**src/rtl/hand_track_pkg.sv**
```systemverilog
// rtl/hand_track_pkg.sv - shared widths, FSM state type and saturating add for the hand tracker
package hand_track_pkg;

   localparam int          COORD_W   = 11;
   localparam logic [10:0] COORD_MAX = 11'd2047;

   typedef enum logic [1:0] {
      ACCUM   = 2'd0,
      EVAL    = 2'd1,
      PUBLISH = 2'd2
   } track_state_t;

   // a + b on 12-bit operands, clamped to lim; the 13-bit sum cannot wrap
   function automatic logic [11:0] sat_add(input logic [11:0] a, input logic [11:0] b,
                                           input logic [11:0] lim);
      logic [12:0] s;
      s = {1'b0, a} + {1'b0, b};
      return (s > {1'b0, lim}) ? lim : s[11:0];
   endfunction

endpackage

```
**src/rtl/hand_presence_filter.sv**
```systemverilog
// rtl/hand_presence_filter.sv - on/off frame hysteresis producing the filtered presence flag
module hand_presence_filter
   import hand_track_pkg::*;
#(
   parameter int ON_FRAMES  = 2,
   parameter int OFF_FRAMES = 4
) (
   input  logic VGA_CLK,
   input  logic RST,
   input  logic step,
   input  logic valid,
   output logic detected,
   output logic fall
);

   logic [3:0] on_cnt;
   logic [3:0] off_cnt;
   logic [3:0] on_inc;
   logic [3:0] off_inc;

   // saturating next-count values and the falling-edge decision for this step
   always_comb begin
      on_inc  = (on_cnt  == 4'hF) ? 4'hF : on_cnt  + 4'd1;
      off_inc = (off_cnt == 4'hF) ? 4'hF : off_cnt + 4'd1;
      fall    = step & ~valid & detected & (off_inc >= 4'(OFF_FRAMES));
   end

   // advance the run counters once per closed frame and set/clear presence at the thresholds
   always_ff @(posedge VGA_CLK or posedge RST) begin
      if (RST) begin
         on_cnt   <= 4'd0;
         off_cnt  <= 4'd0;
         detected <= 1'b0;
      end else if (step) begin
         if (valid) begin
            on_cnt  <= on_inc;
            off_cnt <= 4'd0;
            if (on_inc >= 4'(ON_FRAMES)) detected <= 1'b1;
         end else begin
            off_cnt <= off_inc;
            on_cnt  <= 4'd0;
            if (off_inc >= 4'(OFF_FRAMES)) detected <= 1'b0;
         end
      end
   end

endmodule

```
**src/rtl/hand_region_tracker.sv**
```systemverilog
// rtl/hand_region_tracker.sv - per-frame skin bounding box with threshold and presence hysteresis
module hand_region_tracker
   import hand_track_pkg::*;
#(
   parameter int MIN_PIXELS = 64,
   parameter int ON_FRAMES  = 2,
   parameter int OFF_FRAMES = 4,
   parameter int CNT_W      = 20
) (
   input  logic        VGA_CLK,
   input  logic        RST,
   input  logic [12:0] VGA_H_CNT,
   input  logic [12:0] VGA_V_CNT,
   input  logic        pix_valid,
   input  logic        pix_skin,
   input  logic        frame_end,
   output logic [10:0] hand_x,
   output logic [10:0] hand_y,
   output logic [10:0] hand_width,
   output logic [10:0] hand_height,
   output logic        hand_detected,
   output logic        box_update
);

   track_state_t state;
   logic [10:0]  min_x, max_x, min_y, max_y;
   logic [CNT_W-1:0] skin_cnt;
   logic         hit;
   logic         frame_valid;
   logic         step;
   logic         fall;
   logic [11:0]  width_sat, height_sat;

   // a hit is an in-range skin pixel; EVAL is where the closed frame is judged
   always_comb begin
      hit = pix_valid & pix_skin & (VGA_H_CNT[12:11] == 2'b00) & (VGA_V_CNT[12:11] == 2'b00);
      frame_valid = (skin_cnt >= CNT_W'(MIN_PIXELS));
      step = (state == EVAL);
      width_sat  = sat_add({1'b0, max_x} - {1'b0, min_x}, 12'd1, {1'b0, COORD_MAX});
      height_sat = sat_add({1'b0, max_y} - {1'b0, min_y}, 12'd1, {1'b0, COORD_MAX});
   end

   // frame sequencer; frame_end is only honoured while accumulating
   always_ff @(posedge VGA_CLK or posedge RST) begin
      if (RST) begin
         state <= ACCUM;
      end else begin
         case (state)
            ACCUM:   if (frame_end) state <= EVAL;
            EVAL:    state <= PUBLISH;
            default: state <= ACCUM;
         endcase
      end
   end

   // bounding box and pixel count; cleared as PUBLISH ends so the next frame starts fresh
   always_ff @(posedge VGA_CLK or posedge RST) begin
      if (RST) begin
         min_x    <= COORD_MAX;
         min_y    <= COORD_MAX;
         max_x    <= 11'd0;
         max_y    <= 11'd0;
         skin_cnt <= '0;
      end else if (state == PUBLISH) begin
         min_x    <= COORD_MAX;
         min_y    <= COORD_MAX;
         max_x    <= 11'd0;
         max_y    <= 11'd0;
         skin_cnt <= '0;
      end else if (state == ACCUM && hit) begin
         if (VGA_H_CNT[10:0] < min_x) min_x <= VGA_H_CNT[10:0];
         if (VGA_H_CNT[10:0] > max_x) max_x <= VGA_H_CNT[10:0];
         if (VGA_V_CNT[10:0] < min_y) min_y <= VGA_V_CNT[10:0];
         if (VGA_V_CNT[10:0] > max_y) max_y <= VGA_V_CNT[10:0];
         if (skin_cnt != '1) skin_cnt <= skin_cnt + 1'b1;
      end
   end

   hand_presence_filter #(
      .ON_FRAMES  (ON_FRAMES),
      .OFF_FRAMES (OFF_FRAMES)
   ) u_filter (
      .VGA_CLK  (VGA_CLK),
      .RST      (RST),
      .step     (step),
      .valid    (frame_valid),
      .detected (hand_detected),
      .fall     (fall)
   );

   // the box is written on the edge leaving EVAL, so it and box_update are seen during PUBLISH
   always_ff @(posedge VGA_CLK or posedge RST) begin
      if (RST) begin
         hand_x      <= 11'd0;
         hand_y      <= 11'd0;
         hand_width  <= 11'd0;
         hand_height <= 11'd0;
         box_update  <= 1'b0;
      end else begin
         box_update <= step;
         if (step) begin
            if (frame_valid) begin
               hand_x      <= min_x;
               hand_y      <= min_y;
               hand_width  <= width_sat[10:0];
               hand_height <= height_sat[10:0];
            end else if (fall) begin
               hand_x      <= 11'd0;
               hand_y      <= 11'd0;
               hand_width  <= 11'd0;
               hand_height <= 11'd0;
            end
         end
      end
   end

endmodule
```
**config.mk**
```make
export PLATFORM = sky130hd
export DESIGN_NAME = hand_region_tracker
export DESIGN_NICKNAME = d
export VERILOG_FILES = /design/src/rtl/hand_track_pkg.sv /design/src/rtl/hand_presence_filter.sv /design/src/rtl/hand_region_tracker.sv
export SDC_FILE = /design/constraint.sdc
export NUM_CORES = 1
export LEC_CHECK = 0
export ABC_AREA = 1
export CAP_MARGIN = 20
export CORE_AREA = 3 3 142 144
export DETAILED_ROUTE_END_ITERATION = 8
export DIE_AREA = 0 0 145 147
export PLACE_DENSITY = 0.73
export SLEW_MARGIN = 20
export SYNTH_ARGS = -nofsm -noshare
export SYNTH_HDL_FRONTEND = slang
export SYNTH_SLANG_ARGS = --single-unit
```
**constraint.sdc**
```tcl
create_clock -name VGA_CLK -period 5 [get_ports VGA_CLK]
set_input_delay 1 -clock VGA_CLK [delete_from_list [all_inputs] [get_ports VGA_CLK]]
set_output_delay 1 -clock VGA_CLK [all_outputs]
set_load 0.02 [all_outputs]
```
==> out/results.ini <==
[status]
outcome=finished, final reports clean

[logic_synthesis]
ys_types=48
synth_cells=1106
yosys.area_share.simple_pct=30.0
synth.top_cells.by_area=dfrtp_1 30%, nand2_1 14%, ha_1 11%
ys_ff_latch=120
yosys.area_share.adder_pct=11.7
synth_compound_area_share_pct=11.7
syn_nets=1212
synth.top_cell.area_share_pct=30.2
syn_area_per_cell_sq_um=7.35
post_synth_mux_area_share_pct=0
yosysTopAreaCell=dfrtp_1
synth_top_family_by_area=simple AND/OR/NAND/NOR gates
ys_warn_count=0
synth_xor_xnor_area_share_pct=0.847
seq_area_frac_synth_pct=37.3
synth_area_sq_mm=0.00813

[die]
rows=50
dieArea_sq_mm=0.0213
core_sq_mm=0.0188
dieWidth_um=145
start_util_pct=43.2
io_pins=77
die-height_um=147

[grt]
grt_usage_pct=19.0
grt_max_degree=66
grt_pass1_vias=7132
antenna_found_initial=0
grt_pass1_wl_mm=33.5
overflow=0

[pwr]
peakVddDrop_mv=0.262
clockPowerShare_pct=18.7
pwr-share-seq_pct=23.7
p_sw_share_pct=46.9
internal_power_mw=3.52
leakagePower_nw=4.76
total_power_mw=6.63
pwr-share-comb_pct=57.6
p_sw_mw=3.11
power.density_mw_per_mm2=679

[sta]
rsz0062_at_grt=no
period_share_pct=63.6
tns_ns=0
slew_viol_final=0
fin_skew_ns=0.00789
setup_viol=0
slew_headroom_pct=33.1
finalHoldViolCount=0
max_freq_mhz=315
hold_ws_ns=0.473
fin_crit_ns=3.18
max_slew.worst_pin.slew_ns=1.00

[detailed_routing]
first_pass_iters=5
vias=7362
post-route-drc-count=0
wl_mm=19.7
viasPerCell=5.06
antenna_left=0
wl_per_cell_um=13.6
drt_iter0_drc=405

[layout]
fin_nets=1289
final_cell_mix=295 x nand2_1, 144 x inv_1, 98 x dfrtp_1
num_antenna_cells=0
syn2layout_area_growth_pct=20.1
fillCellCount=1817
drive_gt1_share_pct=9.03
multi_input_area_sq_mm=0.00441
regArea_sq_mm=0.00303
mostFrequentLayoutCell=nand2_1

[clock_tree]
ctsHoldBuffers=0
cts_sinks=120
clk_path_buf_depth=2
cts_setup_buffers=0
cts_max_level=4
cts_tree=done
cts_buffers=17
cts.clk_slew.worst_paths_ns=0.06
cts_resized=0
clkLatencyLatePin_ns=0.43
cts_root_buf=clkbuf_16

[critical_path]
cp.required_ns=5.27
reg2reg_depth=11
cp-endpoint=hand_height[10]$_DFFE_PP0P_
critPathLaunch=state[0]$_DFFE_PP0P_
worstPathArrival_ns=3.44
crit_fanout=44
end_kind=flop
cp-start-kind=flop
r2r_setup_slack_ns=1.82
timing.rr.start=state[0]$_DFFE_PP0P_
r2r-end=hand_height[10]$_DFFE_PP0P_
critPathKind=reg -> reg

[place]
portBuffers=76
place.gp.congestion=0.858
hpwl_mm=14.8

[min_path]
hold_path_class=reg -> reg

[job]
cap_violations=0

==> worst min path at each step <==
stage / start / endpoint / slack, ns / depth (start not counted)
2_1_floorplan: state[1]$_DFFE_PP0P_ / state[1]$_DFFE_PP0P_ / 0.44 / 1
6_report: hand_height[4]$_DFFE_PP0P_ / hand_height[4]$_DFFE_PP0P_ / 0.47 / 2
3_3_place_gp: hand_height[0]$_DFFE_PP0P_ / hand_height[0]$_DFFE_PP0P_ / 0.46 / 2
3_5_place_dp: hand_height[4]$_DFFE_PP0P_ / hand_height[4]$_DFFE_PP0P_ / 0.46 / 2
4_1_cts: hand_width[6]$_DFFE_PP0P_ / hand_width[6]$_DFFE_PP0P_ / 0.48 / 2
5_1_grt: hand_height[1]$_DFFE_PP0P_ / hand_height[1]$_DFFE_PP0P_ / 0.50 / 2
==> registers in the layout (all words and copies together) (netlist names), 4 cells and up <==
register,count
u_filter.off_cnt,4
max_y,11
hand_x,11
hand_y,11
hand_height,11
min_y,11
u_filter.on_cnt,4
min_x,11
max_x,11
hand_width,11
skin_cnt,20
==> cell usage after synthesis (all sizes together) <==
library cell,n
o2111ai,2
a21o,2
nand2,303
clkbuf,18
or2,3
clkinv,4
ha,73
dfstp,22
nand3b,3
nand4,17
nor4,3
o211ai,5
nor3b,2
and3,2
o21ai,101
buf,6
xnor2,1
o21bai,1
o22ai,3
nor2,89
a2111oi,2
a22o,2
o21a,2
a21oi,50
o41ai,1
nor3,23
dfrtp,98
fa,2
xor2,6
inv,151
o31ai,2
a31oi,1
nand3,106
==> power by group through the flow <==
stage               clock, mW  sequential, mW  combinational [mW]
finish                   1.24            1.57                3.82
global route             1.31            1.61                4.37
global placement            0            1.57                3.71
floorplan                   0            1.72                2.62
CTS                      1.26            1.57                3.81
detailed placement          0            1.58                3.78
==> critical path, cell delays in order (launching register included) <==
cell,delay [ns]
dfrtp_1,0.39
inv_2,0.06
nor2_1,0.09
buf_4,0.21
inv_1,0.07
nor2_2,0.77
inv_1,0.66
nand2_1,0.19
clkinv_1,0.07
buf_4,0.28
nand2_1,0.10
o21ai_0,0.08
==> layer usage <==
| layer | track usage [%] | vias to the layer above | routed length, um | share of wire (%) |
|---|---|---|---|---|
| li1 | - | 3791 | - | - |
| met1 | 25.1 | 3366 | 9380 | 48 |
| met2 | 31.0 | 177 | 8940 | 45 |
| met3 | 4.16 | 28 | 992 | 5.0 |
| met4 | 6.60 | 0 | 419 | 2.1 |
| met5 | 0 | - | 0 | 0 |
==> cell families (layout without fill, tap and decap cells) <==
| kind of cell | after synthesis | count (layout) |
|---|---|---|
| simple gates | 551 | 551 |
| buf+inv | 179 | 269 |
| compound gates | 174 | 174 |
| flops | 120 | 120 |
| fa+ha+maj | 75 | 75 |
| xor+xnor | 7 | 7 |
==> area by class of cell <==
| type | instances | share of cell area (%) |
|---|---|---|
| multi-input combinational | 807 | 45.2 |
| inverter | 155 | 6.00 |
| clock buffer | 19 | 4.64 |
| tap | 260 | 3.33 |
| timing repair buffer | 82 | 8.25 |
| sequential | 120 | 31.0 |
| clock inverter | 13 | 1.51 |
==> through the flow <==
stage / cells / instance area, sq um / utilization, % / setup slack, ns
after detailed placement: 1424 / 9160 / 48.7 / 1.59
after CTS: 1456 / 9760 / 51.8 / 1.76
after floorplan: 1106 / 8130 / - / 0.851
after global routing: 1456 / 9760 / 51.8 / 1.43
after global placement: 1424 / 9160 / 48.7 / 1.64
final: 1456 / 9760 / 51.8 / 1.82
Power figures use the tool's default switching activity.
==> edit 1: new RTL, same flow settings <==
The 3 states of `track_state_t` get a one-hot encoding in 3 bits.
--- a/src/rtl/hand_track_pkg.sv
+++ b/src/rtl/hand_track_pkg.sv
@@ -4,10 +4,10 @@
    localparam int          COORD_W   = 11;
    localparam logic [10:0] COORD_MAX = 11'd2047;
 
-   typedef enum logic [1:0] {
-      ACCUM   = 2'd0,
-      EVAL    = 2'd1,
-      PUBLISH = 2'd2
+   typedef enum logic [2:0] {
+      ACCUM   = 3'b001,
+      EVAL    = 3'b010,
+      PUBLISH = 3'b100
    } track_state_t;
 
    // a + b on 12-bit operands, clamped to lim; the 13-bit sum cannot wrap
Check against the original RTL: same outputs for any inputs over 10 cycles, from zero or initial values and one cycle with RST high; not proved beyond that.
==> edit 1 against the original RTL <==
- die area is the same
- combinational power rose by 2%
- sequential cell count increased by 1
- global-route usage is 0.32 points higher
- power rose by 2.5%
- synthesized area is 0.94% higher
- cell area increased by 0.74%
- worst setup slack better by 0.11 ns
- routed wire length is 1.1% higher
- maximum frequency rose by 3.7%
==> edit 1: results (changes against the original RTL) <==
dpl cell area 0.009241 mm² (+0.87%); Critical Path Fanout Max 11 (-75%); Clk network pwr share 18.1% (-0.6 points); placer congestion estimate 0.8947 (+4.2%); Worst Hold Path EP hand_height[10]; Placed Cells 1,421 (-0.21%); commonest cells in the netlist 295 x nand2_1, 153 x inv_1, 98 x dfrtp_1; Slew @ Worst Pin 0.9017 ns (-0.1008 ns); Via density 5.153 (+1.9%); syn_nets 1,210 (-0.17%); Num CTS Buffers 17 (unchanged); R2R setup slack 2.11 ns (+0.29 ns); Hold WC Path Type reg2reg; Final Non-Filler Cells 1,453 (-0.21%); initial drt markers 505 (+25%); layout cells sized above 1 9.304% (+0.27 points); RR Endpoint hand_height[1]; final net count 1,286 (-0.23%); Crit path largest cell delay 0.51 ns (-0.26 ns); Hold Slack 0.4767 ns (+0.003619 ns); compound-cell area share of the yosys netlist 12.70% (+1.1 points); top cells by area, synth dfrtp_1 30%, nand2_1 13%, ha_1 11%; post-DP HPWL 15.04 mm (+2.0%); Reg2Reg Depth 17 (+6); hold wc startpoint hand_height[10]; DRT Pass-1 Iters 7 (+2); worst vdd ir 0.2905 mV (+11%); # fillers 1,800 (-0.94%); Comb pwr share 57.4% (-0.2 points); run status completed; FF-to-FF Start min_y[0]; Arr. time, crit path 3.39 ns (-0.05 ns); cell-internal power 3.628 mW (+3.0%); Adder-Cell Fraction of Synth Area 11.62% (-0.11 points); Seq/Total Area, Yosys 37.26% (about the same); post-synth cell types 49 (+2.1%); vias in the first global route 7,325 (+2.7%); Layout Skew 0.008454 ns (+0.0005673 ns); detailed-route wire length 19.95 mm (+1.1%); xor and xnor area share after synthesis 0.8388% (-0.0079 points); slowest CP cell clkdlybuf4s50_1; largest net degree at the start of global routing 71 (+7.6%); leakage power 4.784 nW (+0.53%); first-pass GRT wire length 34.33 mm (+2.6%); total track usage 19.30% (+0.32 points)
-- edit 1: cell count changes in the layout (fill, tap and decap cells not counted), sizes merged, moves of 4 or more --
| cell | change |
|---|---|
| inv | +6 |
| nand3 | -20 |
| nand4 | +6 |
| nor2 | -9 |
| nor4 | +4 |
| o21ai | -10 |
| o31ai | +12 |
-- edit 1: final cells by class --
type / count / area, µm² / share of cell area (%)
inverter: 160 / 604.3 / 6.145
multi-input combinational: 798 / 4449 / 45.24
clock buffer: 21 / 470.5 / 4.784
tap: 260 / 325.3 / 3.308
timing repair buffer: 82 / 805.8 / 8.193
sequential: 121 / 3057 / 31.08
clock inverter: 11 / 122.6 / 1.247
-- edit 1: critical path: cells and delay by family --
kind                       cells  cell delay (ns)
adders and majority gates      1             0.35
and+or+nand+nor                3             0.54
buffers and inverters          1             0.51
AOI/OAI and AO/OA              4             0.99
-- edit 1: worst max path at each step --
stage	startpoint	end	slack, ns	cells past startpoint
3_3_place_gp	VGA_V_CNT[6]	max_y[10]	1.58	9
4_1_cts	VGA_V_CNT[2]	max_y[1]	1.98	9
6_report	VGA_V_CNT[6]	max_y[1]	1.93	9
5_1_grt	VGA_V_CNT[6]	max_y[1]	1.64	9
3_5_place_dp	VGA_V_CNT[6]	max_y[1]	1.53	9
2_1_floorplan	RST	box_update	0.82	1
-- edit 1: through the flow --
| step | worst slack (ns) | power, mW |
|---|---|---|
| 6_report | 1.934 | 6.796 |
| 5_1_grt | 1.637 | 7.513 |
| 4_1_cts | 1.984 | 6.831 |
| 3_5_place_dp | 1.526 | 5.557 |
| 3_3_place_gp | 1.584 | 5.468 |
| 2_1_floorplan | 0.8239 | 4.480 |
-- edit 1: per-layer routing --
metal	wire length [µm]	track usage, %
met5	0	0
met4	507	8.124
met1	9305	24.86
met3	789	3.362
met2	9346	32.28
==> edit 2: new RTL, same settings <==
Made on the original files. Change the parameter `CNT_W` from 20 to 24.
--- a/src/rtl/hand_region_tracker.sv
+++ b/src/rtl/hand_region_tracker.sv
@@ -5,7 +5,7 @@
    parameter int MIN_PIXELS = 64,
    parameter int ON_FRAMES  = 2,
    parameter int OFF_FRAMES = 4,
-   parameter int CNT_W      = 20
+   parameter int CNT_W      = 24
 ) (
    input  logic        VGA_CLK,
    input  logic        RST,
Function: no difference found for any inputs over 10 cycles, from zero or initial values and one cycle with RST high; that may be too few to reach the edited logic, so the function may still have changed.
==> edit 2 against the original RTL <==
- global-route usage increased by 0.75 points
- power decreased by 19%
- cell area is 2.9% higher
- synthesized area grew 3.8%
- worst setup slack worse by 0.080 ns
- combinational power decreased by 33%
- sequential cell count is 4 higher
- first-iteration DRC count is 40% higher
- routed wire length grew 4.9%
==> edit 2: results (changes against the original RTL) <==
Critical Path Fanout Max 11 (-75%); post-DP HPWL 15.37 mm (+4.2%); hold wc startpoint skin_cnt[2]; placer congestion estimate 0.8913 (+3.8%); FF-to-FF Start skin_cnt[17]; setup ws final 1.741 ns (-0.07991 ns); xor and xnor area share after synthesis 0.9045% (+0.058 points); switching fraction of total power 41.66% (-5.2 points); met2 Use GR 32.00% (+1.0 points); sequential fraction of total cell area 31.16% (+0.12 points); #MultiIn Comb 849 (+5.2%); vias in the first global route 7,390 (+3.6%); worst vdd ir 0.2852 mV (+8.9%); multi-input gate share of total cell area 45.85% (+0.63 points); Arr. time, crit path 3.58 ns (+0.14 ns); initial drt markers 568 (+40%); leakage power 4.800 nW (+0.86%); Seq/Total Area, Yosys 37.10% (-0.18 points); bufs w/o clock 84 (+2.4%); # fillers 1,782 (-1.9%); compound-cell area share of the yosys netlist 12.07% (+0.42 points); largest net degree at the start of global routing 61 (-7.6%); Hold Slack 0.4535 ns (-0.01954 ns); Post-Place Worst Slack 1.296 ns (-0.2939 ns); Adder-Cell Fraction of Synth Area 11.30% (-0.43 points); hold path depth 1 (-1); run status completed; FF+latch count 124 (+3.3%); R2R setup slack 1.78 ns (-0.04 ns); dpl cell area 0.009467 mm² (+3.3%); combinational power 2.55 mW (-33%)
edit 2: cell count changes after synthesis, moves of 6 or more:
cell,change
nand2_1,+6
a21oi_1,+17
nand3_2,-6
nand3_1,+19
inv_1,+9
nand4_1,+6
inv_2,-6
edit 2: cell families after synthesis:
family,after synthesis
buffers and inverters,184
and+or+nand+nor,580
xor gates and xnor gates,7
DFF,124
AOI/OAI and AO/OA,187
adders and majority gates,75
edit 2: how the worst max path moves through the flow:
stage | start | endpoint | depth (start not counted)
2_1_floorplan | RST | box_update | 1
3_3_place_gp | VGA_H_CNT[12] | skin_cnt[18] | 11
3_5_place_dp | VGA_H_CNT[12] | skin_cnt[18] | 12
4_1_cts | VGA_H_CNT[12] | skin_cnt[18] | 12
5_1_grt | skin_cnt[17] | hand_height[0] | 11
6_report | VGA_H_CNT[12] | skin_cnt[18] | 11
edit 2: metal layers:
layer	vias to the layer above	wire, µm
met3	26	985
li1	3985	-
met2	190	9403
met5	-	0
met4	0	287
met1	3578	10020
